--- src/rtl/id_ex_alu_issue.sv ---
// ID/EX issue stage: decodes an RV32I instruction into an ALU command,
// selects and extends operands A/B, and holds the result in a single-entry
// pipeline register with valid/ready handshaking and flush support.
module id_ex_alu_issue #(
  parameter int DATA_WIDTH = 32
) (
  input  logic                  clk,
  input  logic                  rst,
  input  logic                  in_valid,
  output logic                  in_ready,
  input  logic [31:0]           inst,
  input  logic [DATA_WIDTH-1:0] pc,
  input  logic [DATA_WIDTH-1:0] rs1_data,
  input  logic [DATA_WIDTH-1:0] rs2_data,
  input  logic                  flush,
  output logic                  out_valid,
  input  logic                  out_ready,
  output logic [DATA_WIDTH-1:0] out_A,
  output logic [DATA_WIDTH-1:0] out_B,
  output logic [3:0]            out_ALUctr,
  output logic [4:0]            out_rd,
  output logic                  out_rd_we,
  output logic [DATA_WIDTH-1:0] out_pc,
  output logic                  out_illegal
);

  // ALU command codes shared with the EX stage
  localparam logic [3:0] ALU_CTRL_ADD    = 4'd0;
  localparam logic [3:0] ALU_CTRL_SUB    = 4'd1;
  localparam logic [3:0] ALU_CTRL_SLL    = 4'd2;
  localparam logic [3:0] ALU_CTRL_SLT    = 4'd3;
  localparam logic [3:0] ALU_CTRL_SLTU   = 4'd4;
  localparam logic [3:0] ALU_CTRL_XOR    = 4'd5;
  localparam logic [3:0] ALU_CTRL_SLR    = 4'd6;
  localparam logic [3:0] ALU_CTRL_SAR    = 4'd7;
  localparam logic [3:0] ALU_CTRL_OR     = 4'd8;
  localparam logic [3:0] ALU_CTRL_AND    = 4'd9;
  localparam logic [3:0] ALU_CTRL_COPY_B = 4'd10;

  // RV32I major opcodes
  localparam logic [6:0] OPC_LUI    = 7'b0110111;
  localparam logic [6:0] OPC_AUIPC  = 7'b0010111;
  localparam logic [6:0] OPC_JAL    = 7'b1101111;
  localparam logic [6:0] OPC_JALR   = 7'b1100111;
  localparam logic [6:0] OPC_BRANCH = 7'b1100011;
  localparam logic [6:0] OPC_LOAD   = 7'b0000011;
  localparam logic [6:0] OPC_STORE  = 7'b0100011;
  localparam logic [6:0] OPC_OP_IMM = 7'b0010011;
  localparam logic [6:0] OPC_OP     = 7'b0110011;

  localparam logic [6:0] F7_BASE = 7'b0000000;
  localparam logic [6:0] F7_ALT  = 7'b0100000;

  logic [6:0] opcode;
  logic [2:0] funct3;
  logic [6:0] funct7;
  logic [4:0] rd;
  logic       unused_rs1_field;

  logic [DATA_WIDTH-1:0] imm_i;
  logic [DATA_WIDTH-1:0] imm_s;
  logic [DATA_WIDTH-1:0] imm_u;
  logic [DATA_WIDTH-1:0] shamt;

  logic [DATA_WIDTH-1:0] dec_a;
  logic [DATA_WIDTH-1:0] dec_b;
  logic [3:0]            dec_ctr;
  logic                  dec_we;
  logic                  dec_ill;

  logic transfer;

  assign opcode = inst[6:0];
  assign rd     = inst[11:7];
  assign funct3 = inst[14:12];
  assign funct7 = inst[31:25];

  // The rs1 index is consumed by the register file, not by this stage
  assign unused_rs1_field = ^inst[19:15];

  assign imm_i = DATA_WIDTH'($signed(inst[31:20]));
  assign imm_s = DATA_WIDTH'($signed({inst[31:25], inst[11:7]}));
  assign imm_u = DATA_WIDTH'($signed({inst[31:12], 12'b0}));
  assign shamt = DATA_WIDTH'(inst[24:20]);

  // Single-entry register: room whenever empty or being drained this cycle
  assign in_ready = !out_valid || out_ready;
  assign transfer = in_valid && in_ready;

  // Combinational decode of the incoming instruction into an ALU command
  always_comb begin
    dec_a   = '0;
    dec_b   = '0;
    dec_ctr = ALU_CTRL_ADD;
    dec_we  = 1'b0;
    dec_ill = 1'b0;
    unique case (opcode)
      OPC_LUI: begin
        dec_b   = imm_u;
        dec_ctr = ALU_CTRL_COPY_B;
        dec_we  = 1'b1;
      end
      OPC_AUIPC: begin
        dec_a  = pc;
        dec_b  = imm_u;
        dec_we = 1'b1;
      end
      OPC_JAL, OPC_JALR: begin
        dec_a  = pc;
        dec_b  = DATA_WIDTH'(4);
        dec_we = 1'b1;
      end
      OPC_LOAD: begin
        dec_a  = rs1_data;
        dec_b  = imm_i;
        dec_we = 1'b1;
      end
      OPC_STORE: begin
        dec_a = rs1_data;
        dec_b = imm_s;
      end
      OPC_BRANCH: begin
        dec_a = rs1_data;
        dec_b = rs2_data;
        case (funct3)
          3'b000, 3'b001: dec_ctr = ALU_CTRL_SUB;
          3'b100, 3'b101: dec_ctr = ALU_CTRL_SLT;
          3'b110, 3'b111: dec_ctr = ALU_CTRL_SLTU;
          default:        dec_ill = 1'b1;
        endcase
      end
      OPC_OP_IMM: begin
        dec_a  = rs1_data;
        dec_b  = imm_i;
        dec_we = 1'b1;
        case (funct3)
          3'b000: dec_ctr = ALU_CTRL_ADD;
          3'b010: dec_ctr = ALU_CTRL_SLT;
          3'b011: dec_ctr = ALU_CTRL_SLTU;
          3'b100: dec_ctr = ALU_CTRL_XOR;
          3'b110: dec_ctr = ALU_CTRL_OR;
          3'b111: dec_ctr = ALU_CTRL_AND;
          3'b001: begin
            dec_b = shamt;
            if (funct7 == F7_BASE) dec_ctr = ALU_CTRL_SLL;
            else                   dec_ill = 1'b1;
          end
          default: begin
            dec_b = shamt;
            if (funct7 == F7_BASE)     dec_ctr = ALU_CTRL_SLR;
            else if (funct7 == F7_ALT) dec_ctr = ALU_CTRL_SAR;
            else                       dec_ill = 1'b1;
          end
        endcase
      end
      OPC_OP: begin
        dec_a  = rs1_data;
        dec_b  = rs2_data;
        dec_we = 1'b1;
        if (funct7 == F7_BASE) begin
          case (funct3)
            3'b000:  dec_ctr = ALU_CTRL_ADD;
            3'b001:  dec_ctr = ALU_CTRL_SLL;
            3'b010:  dec_ctr = ALU_CTRL_SLT;
            3'b011:  dec_ctr = ALU_CTRL_SLTU;
            3'b100:  dec_ctr = ALU_CTRL_XOR;
            3'b101:  dec_ctr = ALU_CTRL_SLR;
            3'b110:  dec_ctr = ALU_CTRL_OR;
            default: dec_ctr = ALU_CTRL_AND;
          endcase
        end else if (funct7 == F7_ALT && funct3 == 3'b000) begin
          dec_ctr = ALU_CTRL_SUB;
        end else if (funct7 == F7_ALT && funct3 == 3'b101) begin
          dec_ctr = ALU_CTRL_SAR;
        end else begin
          dec_ill = 1'b1;
        end
      end
      default: dec_ill = 1'b1;
    endcase
    // An undecodable word must not disturb the datapath or the register file
    if (dec_ill) begin
      dec_a   = '0;
      dec_b   = '0;
      dec_ctr = ALU_CTRL_ADD;
      dec_we  = 1'b0;
    end
    // x0 is hard-wired to zero, so never request a write to it
    if (rd == 5'd0) dec_we = 1'b0;
  end

  // Pipeline register: reset beats flush, flush beats transfer, and the
  // payload only changes when a new instruction is actually accepted
  always_ff @(posedge clk) begin
    if (rst) begin
      out_valid   <= 1'b0;
      out_A       <= '0;
      out_B       <= '0;
      out_pc      <= '0;
      out_rd      <= '0;
      out_ALUctr  <= ALU_CTRL_ADD;
      out_rd_we   <= 1'b0;
      out_illegal <= 1'b0;
    end else if (flush) begin
      out_valid <= 1'b0;
    end else if (transfer) begin
      out_valid   <= 1'b1;
      out_A       <= dec_a;
      out_B       <= dec_b;
      out_pc      <= pc;
      out_rd      <= rd;
      out_ALUctr  <= dec_ctr;
      out_rd_we   <= dec_we;
      out_illegal <= dec_ill;
    end else if (out_ready) begin
      out_valid <= 1'b0;
    end
  end

endmodule

--- config.mk ---
export PLATFORM = sky130hd
export DESIGN_NAME = id_ex_alu_issue
export DESIGN_NICKNAME = d
export VERILOG_FILES = /design/src/rtl/id_ex_alu_issue.sv
export SDC_FILE = /design/constraint.sdc
export NUM_CORES = 1
export LEC_CHECK = 0
export ABC_AREA = 1
export BUFFER_PORTS_ARGS = -buffer_cell sky130_fd_sc_hd__buf_2
export CORE_AREA = 2 2 106 108
export CTS_CLUSTER_DIAMETER = 150
export DETAILED_ROUTE_END_ITERATION = 10
export DIE_AREA = 0 0 108 110
export HOLD_SLACK_MARGIN = 0.03
export PLACE_DENSITY = 0.84
export SLEW_MARGIN = 20
export SYNTH_ARGS = -nofsm -noshare
export SYNTH_HDL_FRONTEND = slang
export SYNTH_SLANG_ARGS = --single-unit
--- constraint.sdc ---
create_clock -name clk -period 3.9 [get_ports clk]
set_input_delay 0.585 -clock clk [delete_from_list [all_inputs] [get_ports clk]]
set_output_delay 0.585 -clock clk [all_outputs]
set_load 0.1 [all_outputs]
======== Word-level counts from Yosys, hierarchy flattened ========
Index checks and enable logic that the tools add are counted.
W data, S select, Z words.
storage, ports and cells
  bits in registers ....................... 108
  input bits .............................. 133
  logic and storage cells ................. 79
operators by class
  equality and inequality tests ........... 17
  bitwise operators ....................... 1
  reductions and logical operators ........ 23
  multiplexer cells ....................... 30
operators with widths
  operator              count
  $pmux W32 S6          1
  $mux W32              3
  $pmux W32 S2          1
  $pmux W4 S7           2
  $eq A7 B6 Y1 const B  4
  $eq A7 B7 Y1 const B  3
  $reduce_or A6 Y1      3
  $pmux W4 S4           1
  $eq A7 B5 Y1 const B  2
  $reduce_or A2 Y1      7
  $eq A3 B3 Y1 const B  4
  $mux W1               12
  $mux W3               4
  $pmux W3 S3           1
  $mux W4               2
  $eq A7 B2 Y1 const B  1
  $logic_not A7 Y1      1
  $reduce_or A7 Y1      1
  $eq A3 B2 Y1 const B  2
  $logic_not A5 Y1      1
  $reduce_or A5 Y1      1
  $pmux W1 S4           1
  $eq A3 B1 Y1 const B  1
  $logic_and A1 B1 Y1   3
  9 further kinds       9

======== Logic depth before layout (Yosys ltp) ========
  depth in word-level cells ............... 8
  depth in mapped cells ................... 12

======== Worst setup path after synthesis ========
OpenSTA, ideal clock, no wires.
  path type ............................... register to register
  from .................................... reg out_valid
  to ...................................... reg out_A[0]
  setup time .............................. 0.070 ns
  data arrival time ....................... 2.089 ns
  cell stages (with the launch flop) ...... 9
  buffers on the path ..................... 2
  path slack .............................. 1.741 ns
  cell sequence ........................... dfxtp_1 inv_1 nor2_1 nor3_1 inv_1 clkbuf_1 clkbuf_1 nand2_1 a21oi_1
between the ends
  longest elaborated chain between the ends .. 4
ends and longest elaborated chain
  element                             RTL line  source
  start, declared                     16        output logic out_valid,
  start signal, assigned              196       out_valid <= 1'b0;
  start signal, assigned              205       out_valid <= 1'b0;
  start signal, assigned              207       out_valid <= 1'b1;
  $logic_not A1 Y1                    87        assign in_ready = !out_valid || out_ready;
  $logic_or A1 B1 Y1                  87
  $logic_and A1 B1 Y1                 88        assign transfer = in_valid && in_ready;
  $reduce_and A2 Y1 (no source line)  n/a
  end signal, assigned                197       out_A <= '0;
  end signal, assigned                208       out_A <= dec_a;
  end, declared                       18        output logic [DATA_WIDTH-1:0] out_A,
No other way between the ends.
A chain may end at the register's enable or synchronous reset.

======== Worst setup path after layout ========
  from .................................... in inst[2]
  to ...................................... reg out_B[16]
between the ends
  longest elaborated chain between the ends .. 4
ends and longest elaborated chain
  element                                                                RTL line  source
  start, declared                                                        11        input logic [31:0] inst,
  $eq A7 B6 Y1 (tied with other cells)                                   97        unique case (opcode)
  $reduce_or A6 Y1 (no source line) or $reduce_or A2 Y1 (tied branches)  n/a
  $pmux W1 S4 or $pmux W32 S6 (tied branches)                            97
  $mux W32 *                                                             182       if (dec_ill) begin
  end signal, assigned                                                   198       out_B <= '0;
  end signal, assigned                                                   209       out_B <= dec_b;
  end, declared                                                          19        output logic [DATA_WIDTH-1:0] out_B,
Mark *: on every way between the ends. The rest lies on a longest branch, timed or not.

==> results.md <==
Clocking:
- The root buffer cell is sky130_fd_sc_hd__clkbuf_8.
- The maximum count of clock buffers along a single path is 2.
- The worst-skew pair later-pin latency is 0.37 ns.
- In this run, post-CTS hold repair placed 0 buffers.
- The maximum level of the CTS H-tree is 3.
- TritonCTS built the clock tree.
- The clock sink total is 108.
- The clock transition time at the flip-flop clock pins of the worst setup and hold paths is 0.11 ns.
- The post-CTS setup-driven buffer insertion count is 0.
- In this run, post-CTS repair resized a total of 0 instances.
- In this run, CTS created clock tree buffers numbering 9.

Floorplanning:
- The top-level I/O count is 242.
- The core region area is 10700 um2.
- The die height is 110 um.
- The die is 108 um wide.
- The initial utilization of the core area, before any placement, comes to 50.0%.
- The site row count is 38.
- The die covers 11900 um2.

Setup path:
- STA classifies the critical path startpoint as a primary input.
- The worst setup slack for register-to-register paths is 1.84 ns.
- Traced cell by cell, the critical path runs through buf_2 > inv_2 > nand2_1 > nor2_4 > nand2_1 > inv_1 > nand3_2 > buf_4 > nand4_1 > a21oi_1.
- Counting both buffers and inverters, the worst setup path holds a total of 4.
- At the worst endpoint, the required time is 4.12 ns.
- Among cell families on the critical path, the largest total delay comes from simple AND/OR/NAND/NOR gates.
- In this design, the stage delay of the slowest critical-path cell is 0.53 ns.
- Data on the critical path arrives at its endpoint at 2.73 ns.
- The maximum fanout along the worst path is 35.
- In this design, the critical path's most frequently occurring cell is sky130_fd_sc_hd__nand2_1.
- The kind of end point of the critical path is a register.
- The slowest stage of the critical path is the sky130_fd_sc_hd__nand3_2 cell.
- The setup path with the least slack is of type in2reg.

Logic synthesis:
- In the post-synthesis netlist, the cell with the most instances is sky130_fd_sc_hd__nand2_1.
- The number of different library cells used by synthesis comes to 21.
- The commonest cells after synthesis are 255 x sky130_fd_sc_hd__nand2_1, 108 x sky130_fd_sc_hd__dfxtp_1, 90 x sky130_fd_sc_hd__nor2_1.
- After synthesis, flip-flops and latches occupy 40.4% of the total area.
- In this run the cell area of the synthesized design comes to 5350 um2.
- Yosys printed 0 warnings.
- The total of flip-flops plus latches after synthesis is 108.
- The mean post-synth cell area is 6.52 um2.
- The biggest area consumer among synthesized cells is sky130_fd_sc_hd__dfxtp_1.
- Of all flip-flops after synthesis, the portion carrying an async set or reset was 0%.
- The number of enable flip-flop cells after synthesis is 0.
- After synthesis, the cell types taking the most area are sky130_fd_sc_hd__dfxtp_1 40%, sky130_fd_sc_hd__nand2_1 18%, sky130_fd_sc_hd__nand4_1 7.6%.
- The cell count after synthesis came out at 820.
- The top cell type by area accounts for 40.4% of the synthesized area.
- Among all flip-flop cells after synthesis, the most frequent one is sky130_fd_sc_hd__dfxtp_1.
- The net count after synthesis is 953.

Final layout:
- In the final layout, the share of cells above drive strength 1 is 27.2%.
- The signed area change from the synthesized netlist to the final layout is 25.6%.
- The utilization of the core after routing is 62.8%.
- The filler cells instantiated in the layout total 1048.
- The number of nets in the layout is 1150.
- 0 antenna diodes ended up in the layout.

STA:
- The portion of the clock cycle consumed by the worst path in the final layout is 64.4%.
- The clock skew is 0.0132 ns.
- Across all hold checks on the routed design, the worst slack comes to 0.398 ns.
- The final count of pins violating max slew came to 0.
- Setup violations remaining at the end of the flow were counted as 0.
- The final sum of negative setup slack is 0 ns.
- Setup repair after global routing left no endpoint under its margin.
- The worst path needs 2.51 ns of the cycle, external delays included.
- For the pin with the worst max-slew slack, the measured transition is 1.09 ns.
- The worst relative slew slack is 27.0%.
- The count of endpoints failing hold in the final timing report is 0.
- For this run, the top clock speed supported by timing is 0.398 GHz.

Detailed routing:
- The highest signal layer in the routed design is met4.
- For this run, design rule violations remaining after detail routing come to 0.
- The total wire length after detailed routing is 17100 um.
- In the routed layout, each cell is associated on average with a via count of 5.44.
- Once detail routing completed, the nets flagged for antenna violations numbered 0.
- The total vias in the final route is 6319.
- After detailed routing, the wire length on met1 is 7180 um.
- In the final routed layout, each cell accounts on average for 14.8 um.
- The wire length on met2 is 8220 um.
- Summed over all nets, wire length on met3 after detailed routing comes to 1210 um.
- The first detailed-routing pass ran for 5 iterations.
- In this run, the number of DRC markers left after iteration 0 of detailed routing was 539.

Outcome:
- The run finished with clean final reports.

Global routing:
- The total overflow left after global routing is 0.
- The via count of the first global-routing pass is 5491.
- The global routing usage summed across all routing layers is 27.6%.
- The first-pass GRT wire length is 26300 um.
- The initial antenna violation count was 0.
- The largest net degree at the start of global routing is 113.

Placed design:
- Input and output buffers added on the ports amount to 241.
- The final weighted congestion in routability-driven placement is 0.970.
- The HPWL after detailed placement is 11900 um.

Power and ir drop:
- The standby leakage power is 0.00337 uW.
- The largest vdd supply drop is 0.000184 V.
- The power per cell area is 339 nW/um2.

Flow run:
- The tool flagged a number of max-cap violations equal to 0.

Min path:
- The class of the most critical hold timing path is in2reg.
cells in the final DEF (no fill, tap or decap), drive strengths merged:
cell,n
nand2,255
buf,251
dfxtp,108
nor2,95
a21oi,74
nand3,73
nand4,65
o21ai,44
inv,34
clkbuf,10
clkinv,4
o211ai,3
nor3,3
a211oi,1
nor4,1
nand3b,1
metrics by stage:
step	instance area (um2)	cells	setup WS, ns	power (uW)
5_1_grt	6720	1162	1.16	2360
3_5_place_dp	6530	1146	1.03	1640
2_1_floorplan	5350	820	1.74	1500
6_report	6720	1162	1.39	2270
4_1_cts	6720	1162	1.42	2280
3_3_place_gp	6530	1146	1.10	1640
state kept, by name (all words and copies together), names as in the netlist:
| register | flops |
|---|---|
| out_valid | 1 |
| out_A | 32 |
| out_ALUctr | 4 |
| out_illegal | 1 |
| out_pc | 32 |
| out_B | 32 |
| out_rd_we | 1 |
| out_rd | 5 |
worst register-to-register path, cell delays in order (launching register included):
cell,delay [ns]
sky130_fd_sc_hd__dfxtp_1,0.33
sky130_fd_sc_hd__inv_1,0.05
sky130_fd_sc_hd__nor2_1,0.05
sky130_fd_sc_hd__nor3_2,0.21
sky130_fd_sc_hd__buf_4,0.88
sky130_fd_sc_hd__nand3_1,0.18
sky130_fd_sc_hd__nand2_1,0.09
sky130_fd_sc_hd__nand3_1,0.06
sky130_fd_sc_hd__a21oi_1,0.14
where the power goes:
part           switching [uW]  internal (uW)
Sequential               12.5           1130
Clock                     409            246
Combinational             373            103
Total                     795           1480
final timing paths:
check / endpoint / depth (start not counted) / from
setup / recovery: out_B[16] / 10 / inst[2]
hold / removal: out_valid / 2 / flush
setup reg to reg: out_A[31] / 8 / out_valid
hold reg to reg: out_A[5] / 2 / out_A[5]
cell type report:
type | count | area, um2 | share of cell area, %
clock buffer | 10 | 128 | 1.90
clock inverter | 6 | 56.3 | 0.838
inverter | 32 | 121 | 1.81
multi-input combinational | 615 | 2770 | 41.2
sequential | 108 | 2160 | 32.2
tap | 140 | 175 | 2.61
timing repair buffer | 251 | 1310 | 19.4
logic make-up after synthesis:
group | Yosys count | share of synthesized area, %
AND/OR/NAND/NOR | 493 | 39.9
flip-flops | 108 | 40.4
buffers and inverters | 97 | 8.12
AO/OA/AOI/OAI | 122 | 11.6
routing by layer:
layer	vias to the layer above	track usage [%]
li1	3115	-
met1	2884	34.7
met2	279	47.6
met3	41	4.64
met4	0	10.9
met5	-	0
No activity file was read; power rests on OpenSTA's default activity.
